--- src/rtl/dr_sync_mem_bridge.sv ---
// dr_sync_mem_bridge: memory-side stage of the dual-rail data port.
// Each 4-phase Access token (plus a Do token for writes) becomes one
// synchronous SRAM cycle. Read data and abort status are returned on the
// Di and Abort pull channels.
module dr_sync_mem_bridge #(
  parameter int unsigned ADDR_W      = 14,
  parameter int unsigned SYNC_STAGES = 2
) (
  input  logic              clk,
  input  logic              reset,
  input  logic [37:0]       acc_0r0d,
  input  logic [37:0]       acc_0r1d,
  output logic              acc_0a,
  input  logic [31:0]       do_0r0d,
  input  logic [31:0]       do_0r1d,
  output logic              do_0a,
  input  logic              di_0r,
  output logic [31:0]       di_0a0d,
  output logic [31:0]       di_0a1d,
  input  logic              ab_0r,
  output logic              ab_0a0d,
  output logic              ab_0a1d,
  output logic              mem_en,
  output logic              mem_we,
  output logic [3:0]        mem_ben,
  output logic [ADDR_W-1:0] mem_addr,
  output logic [31:0]       mem_wdata,
  input  logic [31:0]       mem_rdata,
  output logic              proto_err
);

  localparam int unsigned ACC_W  = 38;
  localparam int unsigned DATA_W = 32;
  localparam int unsigned BEN_W  = 4;

  localparam logic [2:0] S_IDLE   = 3'd0;
  localparam logic [2:0] S_LATCH  = 3'd1;
  localparam logic [2:0] S_WWAIT  = 3'd2;
  localparam logic [2:0] S_WR     = 3'd3;
  localparam logic [2:0] S_RD     = 3'd4;
  localparam logic [2:0] S_CAP    = 3'd5;
  localparam logic [2:0] S_RESULT = 3'd6;
  localparam logic [2:0] S_RTZ    = 3'd7;

  // Synchroniser chains: index 0 takes the raw input, the last index is used.
  logic [SYNC_STAGES-1:0][ACC_W-1:0]  acc0_sync_q, acc1_sync_q;
  logic [SYNC_STAGES-1:0][DATA_W-1:0] do0_sync_q, do1_sync_q;
  logic [SYNC_STAGES-1:0]             di_req_sync_q, ab_req_sync_q;

  logic [ACC_W-1:0]  acc0_s, acc1_s;
  logic [DATA_W-1:0] do0_s, do1_s;
  logic              di_req_s, ab_req_s;

  logic acc_complete_c, acc_spacer_c, do_complete_c, do_spacer_c;
  logic err_c, freeze_c;

  logic [31:0]       dec_addr_c;
  logic [1:0]        dec_size_c;
  logic              dec_write_c;
  logic              dec_abort_c;
  logic [ADDR_W-1:0] dec_waddr_c;
  logic [BEN_W-1:0]  dec_ben_c;

  logic [2:0]        state_q, state_d;
  logic [ADDR_W-1:0] waddr_q, waddr_d;
  logic [BEN_W-1:0]  ben_q, ben_d;
  logic              write_q, write_d;
  logic              abort_q, abort_d;
  logic [DATA_W-1:0] rdata_q, rdata_d;
  logic              rd_pend_q, rd_pend_d;
  logic              ab_pend_q, ab_pend_d;
  logic              acc_ack_q, acc_ack_d;
  logic              do_ack_q, do_ack_d;
  logic              mem_en_q, mem_en_d;
  logic              mem_we_q, mem_we_d;
  logic [BEN_W-1:0]  mem_ben_q, mem_ben_d;
  logic [ADDR_W-1:0] mem_addr_q, mem_addr_d;
  logic [DATA_W-1:0] mem_wdata_q, mem_wdata_d;
  logic              proto_err_q, proto_err_d;
  logic [DATA_W-1:0] di_r0_q, di_r0_d, di_r1_q, di_r1_d;
  logic              di_tok_q, di_tok_d;
  logic              ab_r0_q, ab_r0_d, ab_r1_q, ab_r1_d;
  logic              ab_tok_q, ab_tok_d;

  // Shift every rail bit and pull request through its synchroniser.
  always_ff @(posedge clk or negedge reset) begin
    if (!reset) begin
      acc0_sync_q   <= '0;
      acc1_sync_q   <= '0;
      do0_sync_q    <= '0;
      do1_sync_q    <= '0;
      di_req_sync_q <= '0;
      ab_req_sync_q <= '0;
    end else begin
      acc0_sync_q   <= {acc0_sync_q[SYNC_STAGES-2:0], acc_0r0d};
      acc1_sync_q   <= {acc1_sync_q[SYNC_STAGES-2:0], acc_0r1d};
      do0_sync_q    <= {do0_sync_q[SYNC_STAGES-2:0], do_0r0d};
      do1_sync_q    <= {do1_sync_q[SYNC_STAGES-2:0], do_0r1d};
      di_req_sync_q <= {di_req_sync_q[SYNC_STAGES-2:0], di_0r};
      ab_req_sync_q <= {ab_req_sync_q[SYNC_STAGES-2:0], ab_0r};
    end
  end

  assign acc0_s   = acc0_sync_q[SYNC_STAGES-1];
  assign acc1_s   = acc1_sync_q[SYNC_STAGES-1];
  assign do0_s    = do0_sync_q[SYNC_STAGES-1];
  assign do1_s    = do1_sync_q[SYNC_STAGES-1];
  assign di_req_s = di_req_sync_q[SYNC_STAGES-1];
  assign ab_req_s = ab_req_sync_q[SYNC_STAGES-1];

  // Completion, spacer and both-rails-high detection on synchronised rails.
  always_comb begin
    acc_complete_c = &(acc0_s ^ acc1_s);
    acc_spacer_c   = ~|(acc0_s | acc1_s);
    do_complete_c  = &(do0_s ^ do1_s);
    do_spacer_c    = ~|(do0_s | do1_s);
    err_c          = (|(acc0_s & acc1_s)) | (|(do0_s & do1_s));
    freeze_c       = proto_err_q | err_c;
  end

  // Access decode from the rail-1 values; misaligned addresses align down.
  always_comb begin
    dec_addr_c  = acc1_s[31:0];
    dec_size_c  = acc1_s[33:32];
    dec_write_c = acc1_s[34];
    dec_abort_c = (|(dec_addr_c >> (ADDR_W + 2))) | (dec_size_c == 2'b11);
    dec_waddr_c = dec_addr_c[ADDR_W+1:2];
    case (dec_size_c)
      2'b00:   dec_ben_c = BEN_W'(4'b0001 << dec_addr_c[1:0]);
      2'b01:   dec_ben_c = dec_addr_c[1] ? 4'b1100 : 4'b0011;
      default: dec_ben_c = 4'b1111;
    endcase
  end

  // Next-state logic: pull channels, then the access FSM.
  always_comb begin
    state_d     = state_q;
    waddr_d     = waddr_q;
    ben_d       = ben_q;
    write_d     = write_q;
    abort_d     = abort_q;
    rdata_d     = rdata_q;
    rd_pend_d   = rd_pend_q;
    ab_pend_d   = ab_pend_q;
    acc_ack_d   = acc_ack_q;
    do_ack_d    = do_ack_q;
    mem_en_d    = 1'b0;
    mem_we_d    = 1'b0;
    mem_ben_d   = '0;
    mem_addr_d  = '0;
    mem_wdata_d = '0;
    proto_err_d = proto_err_q | err_c;

    // Di: present the read token while requested; retire it when the request drops.
    di_tok_d = di_req_s & rd_pend_q;
    di_r1_d  = di_tok_d ? rdata_q : '0;
    di_r0_d  = di_tok_d ? ~rdata_q : '0;
    if (di_tok_q && !di_req_s) rd_pend_d = 1'b0;

    // Abort: same handshake, one bit carrying the latched abort status.
    ab_tok_d = ab_req_s & ab_pend_q;
    ab_r1_d  = ab_tok_d & abort_q;
    ab_r0_d  = ab_tok_d & ~abort_q;
    if (ab_tok_q && !ab_req_s) ab_pend_d = 1'b0;

    if (!freeze_c) begin
      case (state_q)
        S_IDLE: begin
          if (acc_complete_c && !rd_pend_q && !ab_pend_q) state_d = S_LATCH;
        end
        S_LATCH: begin
          waddr_d = dec_waddr_c;
          ben_d   = dec_ben_c;
          write_d = dec_write_c;
          abort_d = dec_abort_c;
          if (dec_write_c) begin
            state_d = S_WWAIT;
          end else if (dec_abort_c) begin
            state_d = S_RESULT;
          end else begin
            state_d    = S_RD;
            mem_en_d   = 1'b1;
            mem_addr_d = dec_waddr_c;
            mem_ben_d  = dec_ben_c;
          end
        end
        S_WWAIT: begin
          // Do is consumed even for an aborted write, but no SRAM cycle follows.
          if (do_complete_c) begin
            if (abort_q) begin
              state_d = S_RESULT;
            end else begin
              state_d     = S_WR;
              mem_en_d    = 1'b1;
              mem_we_d    = 1'b1;
              mem_addr_d  = waddr_q;
              mem_ben_d   = ben_q;
              mem_wdata_d = do1_s;
            end
          end
        end
        S_WR:  state_d = S_RESULT;
        S_RD:  state_d = S_CAP;
        S_CAP: begin
          rdata_d   = mem_rdata;
          rd_pend_d = 1'b1;
          state_d   = S_RESULT;
        end
        S_RESULT: begin
          ab_pend_d = 1'b1;
          acc_ack_d = 1'b1;
          do_ack_d  = write_q;
          state_d   = S_RTZ;
        end
        S_RTZ: begin
          if (acc_spacer_c && (!write_q || do_spacer_c)) begin
            acc_ack_d = 1'b0;
            do_ack_d  = 1'b0;
            state_d   = S_IDLE;
          end
        end
        default: state_d = S_IDLE;
      endcase
    end
  end

  // State and output registers.
  always_ff @(posedge clk or negedge reset) begin
    if (!reset) begin
      state_q     <= S_IDLE;
      waddr_q     <= '0;
      ben_q       <= '0;
      write_q     <= 1'b0;
      abort_q     <= 1'b0;
      rdata_q     <= '0;
      rd_pend_q   <= 1'b0;
      ab_pend_q   <= 1'b0;
      acc_ack_q   <= 1'b0;
      do_ack_q    <= 1'b0;
      mem_en_q    <= 1'b0;
      mem_we_q    <= 1'b0;
      mem_ben_q   <= '0;
      mem_addr_q  <= '0;
      mem_wdata_q <= '0;
      proto_err_q <= 1'b0;
      di_r0_q     <= '0;
      di_r1_q     <= '0;
      di_tok_q    <= 1'b0;
      ab_r0_q     <= 1'b0;
      ab_r1_q     <= 1'b0;
      ab_tok_q    <= 1'b0;
    end else begin
      state_q     <= state_d;
      waddr_q     <= waddr_d;
      ben_q       <= ben_d;
      write_q     <= write_d;
      abort_q     <= abort_d;
      rdata_q     <= rdata_d;
      rd_pend_q   <= rd_pend_d;
      ab_pend_q   <= ab_pend_d;
      acc_ack_q   <= acc_ack_d;
      do_ack_q    <= do_ack_d;
      mem_en_q    <= mem_en_d;
      mem_we_q    <= mem_we_d;
      mem_ben_q   <= mem_ben_d;
      mem_addr_q  <= mem_addr_d;
      mem_wdata_q <= mem_wdata_d;
      proto_err_q <= proto_err_d;
      di_r0_q     <= di_r0_d;
      di_r1_q     <= di_r1_d;
      di_tok_q    <= di_tok_d;
      ab_r0_q     <= ab_r0_d;
      ab_r1_q     <= ab_r1_d;
      ab_tok_q    <= ab_tok_d;
    end
  end

  assign acc_0a    = acc_ack_q;
  assign do_0a     = do_ack_q;
  assign di_0a0d   = di_r0_q;
  assign di_0a1d   = di_r1_q;
  assign ab_0a0d   = ab_r0_q;
  assign ab_0a1d   = ab_r1_q;
  assign mem_en    = mem_en_q;
  assign mem_we    = mem_we_q;
  assign mem_ben   = mem_ben_q;
  assign mem_addr  = mem_addr_q;
  assign mem_wdata = mem_wdata_q;
  assign proto_err = proto_err_q;

endmodule

--- config.mk ---
export PLATFORM = sky130hd
export DESIGN_NAME = dr_sync_mem_bridge
export DESIGN_NICKNAME = d
export VERILOG_FILES = /design/src/rtl/dr_sync_mem_bridge.sv
export SDC_FILE = /design/constraint.sdc
export NUM_CORES = 1
export LEC_CHECK = 0
export BUFFER_PORTS_ARGS = -buffer_cell sky130_fd_sc_hd__buf_4
export CORE_ASPECT_RATIO = 0.5
export CORE_MARGIN = 2
export CORE_UTILIZATION = 52
export DETAILED_ROUTE_END_ITERATION = 10
export HOLD_SLACK_MARGIN = 0.06
export PLACE_DENSITY = 0.75
export SYNTH_ARGS = -nofsm -noshare
export SYNTH_HDL_FRONTEND = slang
export SYNTH_SLANG_ARGS = --single-unit
--- constraint.sdc ---
create_clock -name clk -period 6.09 [get_ports clk]
set_input_delay 0.3045 -clock clk [delete_from_list [all_inputs] [get_ports clk]]
set_output_delay 0.3045 -clock clk [all_outputs]
set_load 0.005 [all_outputs]
==> run summary <==
======================================================================================================
Via count of the routed design                                                                   10040
Share of async-settable or async-resettable flops after synthesis                                 1.00
Final HPWL DP                                                                                 25100 µm
Sequential element share of the synthesized area                                                 0.716
Mapped cell area                                                                            0.0162 mm²
Quantity of gates resized following cts                                                              0
Time the final worst path needs with I/O delays and setup                                      3.71 ns
Flip-flop cell with the highest count after synthesis                                     sky130_fd_sc_hd__dfrtp_1
Clock skew after layout                                                                      0.0230 ns
Critical Path Fanout Max                                                                            20
Run status                                                                                complete, no violations
Minimum setup slack in the final design                                                        2.38 ns
Area share of the largest cell type after synthesis                                              0.716
Port Buffers                                                                                       296
Clock tree from TritonCTS                                                                        built
Required time at the endpoint of the critical path                                             6.49 ns
Vias in the first global route                                                                   11274
Setup TNS                                                                                         0 ns
Leak pwr                                                                                       11.4 nW
Syn. warnings                                                                                        0
Initial antenna violation count                                                                      6
Leading cell types in the layout, fill and taps excluded                                  sky130_fd_sc_hd__dfrtp_1 (464), sky130_fd_sc_hd__buf_4 (303), sky130_fd_sc_hd__dlygate4sd3_1 (175)
Setup crit start                                                                              do0_s[3]
First-pass GRT wire length                                                                    60000 µm
Path type of the worst setup path                                                         register to register
Growth of design area from synthesis to finish                                                   36.4%
Cell count after synthesis                                                                        1100
FP Rows                                                                                             45
CTS H-Tree Depth                                                                                     2
Critical path endpoint                                                                     waddr_q[10]
Most common cell after layout, fill and taps aside                                        sky130_fd_sc_hd__dfrtp_1
Unrepaired setup endpoints after global routing                                                     no
Final number of setup-violating endpoints                                                            0
CTS Buf Count                                                                                       40
Total Routing Usage GR                                                                           0.243
Sequential share of power                                                                        0.515
Number of enable flip-flop cells after synthesis                                                     0
Routed WL                                                                                     38200 µm
Power share of the combinational group                                                           0.059
Launching element type of the critical path                                                   register
Die height                                                                                      129 µm
Syn nets                                                                                          1416
Total count of hold-check failures in the final report                                               0
DRC violations left                                                                                  0
Fmax                                                                                           269 MHz
Arrival time at the worst endpoint                                                             4.12 ns
Portion of total power attributed to the clock network                                           0.426
Horizontal die dimension                                                                        254 µm
Detailed Routing Iterations Pass 1                                                                   5
Overall Power                                                                                0.00631 W
Final net count                                                                                   1915
Largest buffer count on any clock path                                                               3
Net switching power                                                                          0.00134 W
Starting density of the core                                                                     0.531
Register-to-register setup slack                                                               2.38 ns
Later-pin clock latency in the skew report                                                     0.54 ns
Library cells used by synthesis                                                                     39
Overflow left after global routing                                                                   0
Crit Reg-Reg Endpoint                                                                      waddr_q[10]
Per-cell routed wire length                                                                    18.6 µm
Pin count of the biggest net entering global routing                                               169
WHS                                                                                           0.336 ns
Buffer cell driving the clock tree root                                                   sky130_fd_sc_hd__clkbuf_16
Full die area                                                                               0.0327 mm²
Worst ir drop on vdd                                                                        0.000213 V
Routability congestion estimate from global placement                                            0.903
Core Box Area                                                                               0.0305 mm²
Antenna violation net count after detailed routing                                                   0
Beginning of the worst register-to-register path                                              do0_s[3]
Number of cells on the worst reg-to-reg path                                                         6
Clock sink count                                                                                   464
Biggest area contributors in the synthesized netlist                                      sky130_fd_sc_hd__dfrtp_1 (72%), sky130_fd_sc_hd__ha_1 (11%), sky130_fd_sc_hd__inv_1 (3.4%), sky130_fd_sc_hd__mux2_2 (2.7%), sky130_fd_sc_hd__nand4_1 (1.4%)
Cell taking the most area after synthesis                                                 sky130_fd_sc_hd__dfrtp_1
Number of vias per cell after detailed routing                                                    4.89
Worst rel slew slack                                                                             0.178
Number of design-rule violations left by the first detailed-router iteration                       737
Path category of the worst min-delay check                                                register to register
Slew at the pin closest to its max-slew limit                                                  1.23 ns
Share of post-route cells with drive strength above 1                                            0.257
I/O pin count                                                                                      297
Post-place setup slack                                                                         2.41 ns
Switching power as a share of total power                                                        0.212
Type of destination of the critical path                                                      register
Number of storage elements in the synthesis netlist                                                464
Internal power                                                                               0.00497 W
Power per Cell Area                                                                         285 mW/mm²
Number of max-slew violations in the final report                                                    0
Mean instance size in the synthesized netlist                                                 14.7 µm²
Clock transition at the register clock pins on the worst setup and hold paths after CTS        0.07 ns
Period utilisation layout                                                                        0.610
Max-cap check violation count                                                                        0
======================================================================================================
worst min-delay path by stage:
stage,startpoint,end,slack [ns],depth (start not counted)
2_1_floorplan,reset,ab_0a0d,0.009,0
3_3_place_gp,do1_sync_q[24],do1_s[24],0.33,0
3_5_place_dp,acc0_sync_q[26],acc0_s[26],0.33,0
4_1_cts,acc1_sync_q[14],acc1_s[14],0.35,0
5_1_grt,do1_sync_q[14],do1_s[14],0.35,0
6_report,acc0_sync_q[1],acc0_s[1],0.34,0
cell usage after synthesis, types with 2 or more instances:
library cell	instances
sky130_fd_sc_hd__o21ai_0	8
sky130_fd_sc_hd__nand4_1	37
sky130_fd_sc_hd__a31oi_1	2
sky130_fd_sc_hd__o211ai_1	3
sky130_fd_sc_hd__nor4_1	28
sky130_fd_sc_hd__nor3_4	2
sky130_fd_sc_hd__mux2i_1	2
sky130_fd_sc_hd__a22oi_1	18
sky130_fd_sc_hd__mux2_1	11
sky130_fd_sc_hd__nand4b_1	2
sky130_fd_sc_hd__nand2_1	17
sky130_fd_sc_hd__inv_1	148
sky130_fd_sc_hd__ha_1	140
sky130_fd_sc_hd__a21oi_1	5
sky130_fd_sc_hd__buf_2	6
sky130_fd_sc_hd__or4_1	4
sky130_fd_sc_hd__mux2_2	39
sky130_fd_sc_hd__buf_4	3
sky130_fd_sc_hd__or3_4	2
sky130_fd_sc_hd__nor2_1	57
sky130_fd_sc_hd__clkbuf_1	13
sky130_fd_sc_hd__dfrtp_1	464
sky130_fd_sc_hd__nand3_1	4
sky130_fd_sc_hd__and2_1	34
sky130_fd_sc_hd__and3_1	35
sky130_fd_sc_hd__clkbuf_2	2
sky130_fd_sc_hd__o31ai_1	2
per-layer routing:
layer / up-vias / share of wire / global-route usage
met5: - / 0.00029 / 0
met4: 2 / 0.027 / 0.0779
met3: 75 / 0.061 / 0.0637
met2: 264 / 0.51 / 0.420
met1: 5114 / 0.40 / 0.305
li1: 4585 / - / -
cell families after synthesis:
kind of cell | Yosys count | share of synthesized area
buf+inv | 172 | 0.0411
fa+ha+maj | 140 | 0.108
compound gates | 41 | 0.0171
xor+xnor | 1 | 0.000540
mux | 52 | 0.0360
flops | 464 | 0.716
simple gates | 230 | 0.0812
state kept, by name, summed over array words and instances (netlist names), 2 cells and up:
signal,flops
do1_sync_q,32
do1_s,32
di_0a1d,32
mem_wdata,32
waddr_q,14
mem_ben,4
acc1_sync_q,38
acc0_s,38
state_q,3
acc0_sync_q,38
acc1_s,38
di_req_sync_q,2
mem_addr,14
ab_req_sync_q,2
ben_q,4
do0_s,32
rdata_q,32
di_0a0d,32
do0_sync_q,32
area by class of cell:
class                   count  area, µm²
flip-flops and latches    464      11600
fillers                  1948       8390
repair buffers            481       4090
multi-input cells         464       3940
clock buffers              54       1150
inverters                 148        556
well taps                 423        529
clock inverters            14        230
diodes                      4       10.0
critical path: stages, from the launching register on:
cell	delay [ns]
sky130_fd_sc_hd__dfrtp_1	0.40
sky130_fd_sc_hd__ha_1	0.22
sky130_fd_sc_hd__nor4_1	0.67
sky130_fd_sc_hd__nand4_1	0.29
sky130_fd_sc_hd__nor3_4	0.32
sky130_fd_sc_hd__nand4_1	0.99
sky130_fd_sc_hd__mux2_1	0.69
metrics by stage:
| stage | std cells | util | area [µm²] |
|---|---|---|---|
| detailed placement | 1804 | 0.621 | 18900 |
| finish | 2052 | 0.725 | 22100 |
| floorplan | 1100 | - | 16200 |
| CTS | 2047 | 0.724 | 22100 |
| global route | 2052 | 0.725 | 22100 |
| global placement | 1804 | 0.621 | 18900 |
power by group through the flow:
stage / Clock, W / Combinational, W / Sequential [W]
after floorplan: 0 / 0.0000820 / 0.00328
after global placement: 0 / 0.000270 / 0.00330
after detailed placement: 0 / 0.000276 / 0.00331
after CTS: 0.00272 / 0.000373 / 0.00325
after global routing: 0.00288 / 0.000416 / 0.00326
final: 0.00269 / 0.000371 / 0.00325
repair_timing:
item | in CTS | in global routing
buffers inserted | 0 | 0
hold endpoints to repair | 285 | 0
hold buffers | 175 | 0
No activity file was read; power rests on OpenSTA's default activity.
